[src/rtl/seg595_fps_display.sv]
// seg595_fps_display: binary -> BCD (sequential double dabble), 6-digit multiplexed 7-segment drive via two cascaded 74HC595.
// Optional feature macro: SEG_LEAD_ZERO_BLANK_EN (blank leading zero digits; digit 0 always shown).
module seg595_fps_display #(
    parameter int DATA_W    = 20,
    parameter int SCAN_DIV  = 10_000,
    parameter int SHIFT_DIV = 4
) (
    input  logic              clk,
    input  logic              rst_n,
    input  logic [DATA_W-1:0] din,
    input  logic [5:0]        dot_en,
    input  logic              disp_en,
    output logic              SH_CP,
    output logic              ST_CP,
    output logic              DS
);
    localparam int SCAN_W = $clog2(SCAN_DIV);
    localparam int DIV_W  = $clog2(SHIFT_DIV);
    localparam int ITER_W = $clog2(DATA_W);
    localparam logic [DATA_W-1:0] MAX_VAL  = DATA_W'(999_999);
    localparam logic [DIV_W-1:0]  DIV_LAST = DIV_W'(SHIFT_DIV - 1);
    localparam logic [DIV_W-1:0]  DIV_HALF = DIV_W'(SHIFT_DIV / 2);

    typedef enum logic [1:0] {S_IDLE, S_LOAD, S_SHIFT, S_LATCH} state_t;

    logic              r_conv_busy;
    logic [ITER_W-1:0] r_iter;
    logic [DATA_W-1:0] r_bin;
    logic [23:0]       r_bcd_work;
    logic [23:0]       r_bcd;
    logic [23:0]       w_bcd_adj;
    logic [23:0]       w_bcd_next;
    logic [SCAN_W-1:0] r_scan;

    state_t            r_state, w_state_n;
    logic [13:0]       r_word, w_word_n;
    logic [3:0]        r_bit, w_bit_n;
    logic [DIV_W-1:0]  r_div, w_div_n;
    logic [2:0]        r_digit, w_digit_n;
    logic              r_sh, r_st, r_ds, w_sh_n, w_st_n, w_ds_n;

    logic [3:0]        w_nib;
    logic [6:0]        w_glyph;
    logic              w_blank;
    logic [7:0]        w_seg;
    logic [5:0]        w_sel;
    logic [13:0]       w_word;

    // One double-dabble step: add 3 to every nibble >= 5, then shift in the next binary MSB.
    always_comb begin
        w_bcd_adj = '0;
        for (int n = 0; n < 6; n++) begin
            w_bcd_adj[4*n +: 4] = (r_bcd_work[4*n +: 4] >= 4'd5) ?
                                  r_bcd_work[4*n +: 4] + 4'd3 : r_bcd_work[4*n +: 4];
        end
        w_bcd_next = {w_bcd_adj[22:0], r_bin[DATA_W-1]};
    end

    always_ff @(posedge clk or negedge rst_n) begin
        if (!rst_n) begin
            r_conv_busy <= 1'b0;
            r_iter      <= '0;
            r_bin       <= '0;
            r_bcd_work  <= '0;
            r_bcd       <= '0;
        end else if (!r_conv_busy) begin
            r_bin       <= (din > MAX_VAL) ? MAX_VAL : din;
            r_bcd_work  <= '0;
            r_iter      <= '0;
            r_conv_busy <= 1'b1;
        end else begin
            r_bin      <= r_bin << 1;
            r_bcd_work <= w_bcd_next;
            r_iter     <= r_iter + ITER_W'(1);
            if (r_iter == ITER_W'(DATA_W - 1)) begin
                r_bcd       <= w_bcd_next;
                r_conv_busy <= 1'b0;
            end
        end
    end

    always_ff @(posedge clk or negedge rst_n) begin
        if (!rst_n)                              r_scan <= '0;
        else if (r_scan == SCAN_W'(SCAN_DIV - 1)) r_scan <= '0;
        else                                     r_scan <= r_scan + SCAN_W'(1);
    end

    // Word for the current digit: {dp, g..a} active-low, then active-low one-hot select.
    always_comb begin
        w_nib = r_bcd[{r_digit, 2'b00} +: 4];
        case (w_nib)
            4'd0:    w_glyph = 7'h40;
            4'd1:    w_glyph = 7'h79;
            4'd2:    w_glyph = 7'h24;
            4'd3:    w_glyph = 7'h30;
            4'd4:    w_glyph = 7'h19;
            4'd5:    w_glyph = 7'h12;
            4'd6:    w_glyph = 7'h02;
            4'd7:    w_glyph = 7'h78;
            4'd8:    w_glyph = 7'h00;
            4'd9:    w_glyph = 7'h10;
            default: w_glyph = 7'h7F;
        endcase
`ifdef SEG_LEAD_ZERO_BLANK_EN
        w_blank = (r_digit != 3'd0) && ((r_bcd >> {r_digit, 2'b00}) == 24'd0);
`else
        w_blank = 1'b0;
`endif
        if (!disp_en)     w_seg = 8'hFF;
        else if (w_blank) w_seg = {~dot_en[r_digit], 7'h7F};
        else              w_seg = {~dot_en[r_digit], w_glyph};
        w_sel  = ~(6'b000001 << r_digit);
        w_word = {w_seg, w_sel};
    end

    // Outputs are registered from next-state values so SH_CP/ST_CP never glitch.
    always_comb begin
        w_state_n = r_state;
        w_word_n  = r_word;
        w_bit_n   = r_bit;
        w_div_n   = r_div;
        w_digit_n = r_digit;
        w_sh_n    = 1'b0;
        w_st_n    = 1'b0;
        w_ds_n    = r_ds;
        case (r_state)
            S_IDLE: begin
                if (r_scan == '0) w_state_n = S_LOAD;
            end
            S_LOAD: begin
                w_word_n  = w_word;
                w_bit_n   = 4'd13;
                w_div_n   = '0;
                w_ds_n    = w_word[13];
                w_digit_n = (r_digit == 3'd5) ? 3'd0 : r_digit + 3'd1;
                w_state_n = S_SHIFT;
            end
            S_SHIFT: begin
                if (r_div == DIV_LAST) begin
                    w_div_n = '0;
                    if (r_bit == 4'd0) begin
                        w_state_n = S_LATCH;
                        w_st_n    = 1'b1;
                    end else begin
                        w_bit_n = r_bit - 4'd1;
                        w_ds_n  = r_word[r_bit - 4'd1];
                    end
                end else begin
                    w_div_n = r_div + DIV_W'(1);
                    w_sh_n  = (w_div_n >= DIV_HALF);
                end
            end
            S_LATCH: begin
                if (r_div == DIV_LAST) begin
                    w_div_n   = '0;
                    w_state_n = S_IDLE;
                end else begin
                    w_div_n = r_div + DIV_W'(1);
                    w_st_n  = 1'b1;
                end
            end
            default: w_state_n = S_IDLE;
        endcase
    end

    always_ff @(posedge clk or negedge rst_n) begin
        if (!rst_n) begin
            r_state <= S_IDLE;
            r_word  <= '0;
            r_bit   <= '0;
            r_div   <= '0;
            r_digit <= '0;
            r_sh    <= 1'b0;
            r_st    <= 1'b0;
            r_ds    <= 1'b0;
        end else begin
            r_state <= w_state_n;
            r_word  <= w_word_n;
            r_bit   <= w_bit_n;
            r_div   <= w_div_n;
            r_digit <= w_digit_n;
            r_sh    <= w_sh_n;
            r_st    <= w_st_n;
            r_ds    <= w_ds_n;
        end
    end

    assign SH_CP = r_sh;
    assign ST_CP = r_st;
    assign DS    = r_ds;
endmodule

[config.mk]
export PLATFORM = sky130hd
export DESIGN_NAME = seg595_fps_display
export DESIGN_NICKNAME = d
export VERILOG_FILES = /design/src/rtl/seg595_fps_display.sv
export SDC_FILE = /design/constraint.sdc
export NUM_CORES = 1
export LEC_CHECK = 0
export ABC_AREA = 1
export ABC_CLOCK_PERIOD_IN_PS = 4200
export CELL_PAD_IN_SITES_DETAIL_PLACEMENT = 1
export CELL_PAD_IN_SITES_GLOBAL_PLACEMENT = 1
export CORE_MARGIN = 2
export CORE_UTILIZATION = 49
export CTS_CLUSTER_DIAMETER = 50
export DETAILED_ROUTE_END_ITERATION = 10
export PLACE_DENSITY = 0.89
export RECOVER_POWER = 25
export REMOVE_ABC_BUFFERS = 1
export SLEW_MARGIN = 20
export SYNTH_ARGS = -nofsm -noshare
export SYNTH_HDL_FRONTEND = slang
export SYNTH_SLANG_ARGS = --single-unit
[constraint.sdc]
create_clock -name clk -period 4.2 [get_ports clk]
set_clock_uncertainty 0.1 [all_clocks]
set_input_delay 0.63 -clock clk [delete_from_list [all_inputs] [get_ports clk]]
set_output_delay 0.63 -clock clk [all_outputs]
set_load 0.1 [all_outputs]
* Word-level counts from Yosys, hierarchy flattened
Memories as Yosys holds them, arrays and structs flattened.
Index checks and enable logic that the tools add are counted.
W data, S select, Z words.
** Cells by class
- Order comparisons :: 10
- Mux-type cells :: 38
- Add/subtract/negate cells :: 11
- Bitwise operators :: 2
- Reduce and logical (&&, ||, !) cells :: 9
- Equality and inequality tests :: 12
- Shift operators :: 2
** Operators by type and width (number)
- $mux W20 :: 2
- $mux W4 :: 7
- $ge A4 B3 Y1 const B :: 6
- $mux W24 :: 1
- $shiftx A24 B6 Y4 :: 1
- $add A4 B2 Y4 const B :: 5
- $gt A20 B20 Y1 const B :: 1
- $add A14 B1 Y14 const B :: 1
- $eq A14 B14 Y1 const B :: 1
- $logic_not A14 Y1 :: 1
- $mux W14 :: 1
- $mux W1 :: 11
- $mux W2 :: 5
- $ne A2 B2 Y1 const B :: 5
- $mux W8 :: 1
- $pmux W2 S4 :: 1
- $pmux W4 S2 :: 1
- $eq A2 B2 Y1 const B :: 3
- $mux W3 :: 2
- $not A6 Y6 :: 1
- $shl A1 B3 Y6 const A :: 1
- $add A5 B1 Y5 const B :: 1
- $eq A5 B5 Y1 const B :: 1
- $lt A4 B5 Y1 const B :: 1
- other kinds (21) :: 23
** Word-level totals
- Logic and storage cells :: 99
- Output and inout bits :: 3
- Bits of input ports :: 29
- Register bits :: 116
- Memory bits (read-only) :: 112
- Memories kept :: 1
** Memories
- (no name shown) :: words 16, width 7, rd ports 1, clocked after memory_dff 0, wr ports 0, RTL line 91 : case (w_nib)

* Logic depth before layout (Yosys ltp)
- Word-level depth :: 6
- Depth in mapped cells :: 15
- Depth with buffers taken out :: 14

* Worst setup path before layout
Ideal clock, no wire load.
- Kind :: register -> register
- Start :: register r_digit[0]
- End :: register r_word[9]
- Stages on the path, launching flop included :: 15
- Library setup time :: 0.113 ns
- Buffers on the path :: 1
- Arrival :: 1.665 ns
- Data required time :: 3.987 ns
- Slack :: 2.322 ns
- Cells stage by stage :: dfrtp_1 -> buf_4 -> nand2_1 -> nand2_1 -> nand2_1 -> nand3_1 -> a21oi_1 -> inv_1 -> ha_1 -> inv_1 -> nand3_1 -> nand3_1 -> nand3_1 -> nand2_1 -> inv_1
** On the way
- Word-level cells in the longest chain between the ends :: 3
** Ends and longest elaborated chain
- from (decl) :: RTL line 39 : logic [2:0] r_digit, w_digit_n;
- from (signal assigned) :: RTL line 181 : r_digit <= w_digit_n;
- $shiftx A24 B6 Y4 :: RTL line 90 : w_nib = r_bcd[{r_digit, 2'b00} +: 4];
- $mem_v2 Z16 W7
- $mux W8 :: RTL line 109 : if (!disp_en) w_seg = 8'hFF;
- to (signal assigned) :: RTL line 178 : r_word <= w_word_n;
- to (decl) :: RTL line 36 : logic [13:0] r_word, w_word_n;
No other way between the ends.
A chain may end at the register's enable or synchronous reset.

==> results.yml <==
status:
  status: "complete, but fails checks"
  violations: "capacitance limit, slew limit"
route:
  num_vias: 5001
  wl_mm: 15.5
  drc: 0
  routedWlPerCell_um: 16.7
  avgViaCountPerCell: 5.40
  drt_iter0_markers: 274
  firstDrtPassIters: 4
  ant_nets: 0
critical_path:
  slowest_delay_ns: 1.62
  critical_path_class: "in2async"
  r2r_start: "r_digit[0]"
  ff2ff_path_depth: 14
  crit_slowest_cell: "clkbuf_1"
  critPathBufInv: 2
  cp_data_required_time_ns: 4.52
  cp_max_fo: 41
  r2r_slack_ns: 1.46
  worstReg2RegEnd: "r_word[9]"
  cp_top_family: "buffers and inverters"
  worstPathCellList: "clkbuf_1, clkbuf_2"
  critPathArrivalTime_ns: 3.23
  cp-start-kind: "primary input"
  cp-end-kind: "asynchronous set/reset pin"
global_route:
  overflow: 0
  grt_pass1_vias: 5581
  grt_max_degree: 49
  grt_pass1_wl_mm: 26.4
  antenna_found_initial: 0
  track_usage: 0.258
timing:
  drv_slew: 42
  clock.fmax_mhz: 344
  fin_crit_ns: 2.91
  rsz0062_at_grt: "false"
  relSlewSlack: -0.549
  setup_viol: 0
  final.setup.tns_ns: 0
  fin_crit_sh: 0.692
  hold_violations: 0
  tightest_slew_ns: 2.32
hold_path:
  holdCritStartpoint: "r_bin[16]"
  hp-class: "reg2reg"
  hold_depth: 2
  holdPathEnd: "r_bin[17]"
synth:
  yosys-top-cells-area: "dfrtp_1 49%, nand2_1 12%, inv_1 6.6%"
  synth_top_cell_by_area: "dfrtp_1"
  ys.flop_type: "dfrtp_1"
  synth_seq_area_share: 0.488
  ys_ff_latch: 116
  netlist_instances: 737
  ys_types: 35
  synthArstFlopShare: 1.00
  synth.avg_cell_area_um2: 8.06
  yosys_warnings: 0
  synth-edff-count: 0
  netlist_area_um2: 5940
  yosys.area.top_type_share: 0.488
pwr:
  max-vdd-ir-drop_uv: 263
  powerDensity_nw_per_um2: 455
  power.leakage_nw: 3.57
placement:
  dpl.hpwl_mm: 10.5
  dpl-instance-area_um2: 6360
  port_buffers: 31
  place_congestion: 0.853
die:
  start_util: 0.499
  fp.dieW_um: 114
  io_pins: 32
  die_h_um: 114
  dieArea_um2: 13000
  fp-row-count: 40
  core_um2: 11900
cts:
  cts.htree.levels: 4
  clock_sinks: 116
  cts_tree: "done"
  clk_path_buf_depth: 2
  postCtsHoldBufs: 0
  path_clk_slew_ns: 0.05
  cts_resized: 0
  cts_made_buffers: 17
  clock_latency_ns: 0.42
  cts-root-buf: "clkbuf_16"
  post_cts_buffers: 0
finish:
  nNetsFinal: 827
  area_growth_pct: 15.7
  multi_input_area_um2: 2530
  postLayoutCellArea_um2: 6880
  nFillCells: 1422
  final_layout_size_suffix_gt1_frac: 0.0680
  n_antenna_cell: 0
  final-seq-area_um2: 2900
job:
  cap_viol_max_count: 1
registers in the layout, indices dropped and copies added (netlist names):
register	count
SH_CP	1
r_div	2
DS	1
r_conv_busy	1
r_bcd	24
r_state	2
r_bit	4
r_scan	14
r_iter	5
r_bin	20
ST_CP	1
r_word	14
r_bcd_work	24
r_digit	3
power breakdown:
group	internal (mW)	leakage, nW	total [mW]	switching (mW)
registers	1.24	1.42	1.33	0.0860
clock network	0.821	0.264	1.31	0.488
logic	0.179	1.88	0.492	0.314
total	2.24	3.57	3.13	0.887
area by class of cell:
cell class / instances / share of cell area
clock buffer: 21 / 0.0669
timing repair buffer: 35 / 0.0482
inverter: 109 / 0.0595
multi-input combinational: 491 / 0.368
sequential: 116 / 0.422
clock inverter: 7 / 0.00873
tap: 147 / 0.0267
worst max-delay path by stage:
stage | from | to | slack, ns | depth (start not counted)
floorplan | r_conv_busy | r_bcd[0] | 1.72 | 2
global placement | r_digit[2] | r_word[9] | 1.82 | 13
detailed placement | r_digit[0] | r_word[9] | 1.63 | 14
CTS | r_digit[0] | r_word[9] | 1.52 | 14
global route | rst_n | r_bcd_work[0] | 0.76 | 2
finish | rst_n | r_bin[16] | 1.29 | 2
stage by stage:
stage          total power [mW]  instances  setup WS (ns)  hold WS, ns  utilization
6_report                   3.13        926           1.29        0.359        0.578
5_1_grt                    3.28        926          0.757        0.390        0.578
4_1_cts                    3.15        926           1.52        0.114        0.578
3_5_place_dp               1.82        898           1.63        0.352        0.534
3_3_place_gp               1.77        898           1.82        0.336        0.534
2_1_floorplan              1.64        716           1.72        0.234            -
cells in the final DEF, fill, tap and decap left out, drive strengths merged:
master / synthesis / layout
or2: 8 / 8
o211ai: 4 / 4
nand3b: 1 / 1
inv: 108 / 108
mux2: 1 / 1
nor3b: 1 / 1
nor4: 1 / 1
a22oi: 4 / 4
clkinv: 1 / 7
and3: 1 / 1
bufinv: 0 / 1
nor2: 64 / 64
a21oi: 19 / 19
buf: 8 / 3
nand4: 10 / 10
nand2: 198 / 198
nand3: 53 / 53
clkdlybuf4s50: 0 / 30
a32oi: 1 / 1
xor2: 14 / 14
o31ai: 1 / 1
dfrtp: 116 / 116
o21ai: 65 / 65
clkbuf: 13 / 23
xnor2: 3 / 3
ha: 28 / 28
nor3: 6 / 6
a211oi: 5 / 5
o22ai: 3 / 3
synthesized netlist by cell type (6+ instances only):
cell      instances
nor3_1            6
dfrtp_1         116
nand4_1          10
xor2_1           14
nand2_2           7
o21ai_0          64
inv_1           105
nand2_1         191
nand3_1          52
ha_1             28
or2_2             8
clkbuf_1         13
nor2_1           64
a21oi_1          16
metal layers:
layer,global-route usage,vias to the layer above,wire length [µm]
li1,-,2391,-
met1,0.295,2490,6270
met2,0.477,90,8380
met3,0.0582,30,537
met4,0.0837,0,322
met5,0,-,0
cells by family after synthesis:
family                     share of synthesized area
adders and majority gates                     0.0589
muxes                                        0.00189
buffers and inverters                         0.0857
DFF                                            0.488
xor gates and xnor gates                      0.0251
AOI/OAI and AO/OA                             0.0975
and+or+nand+nor                                0.243
Note: power is estimated with default switching activity, not from simulation.
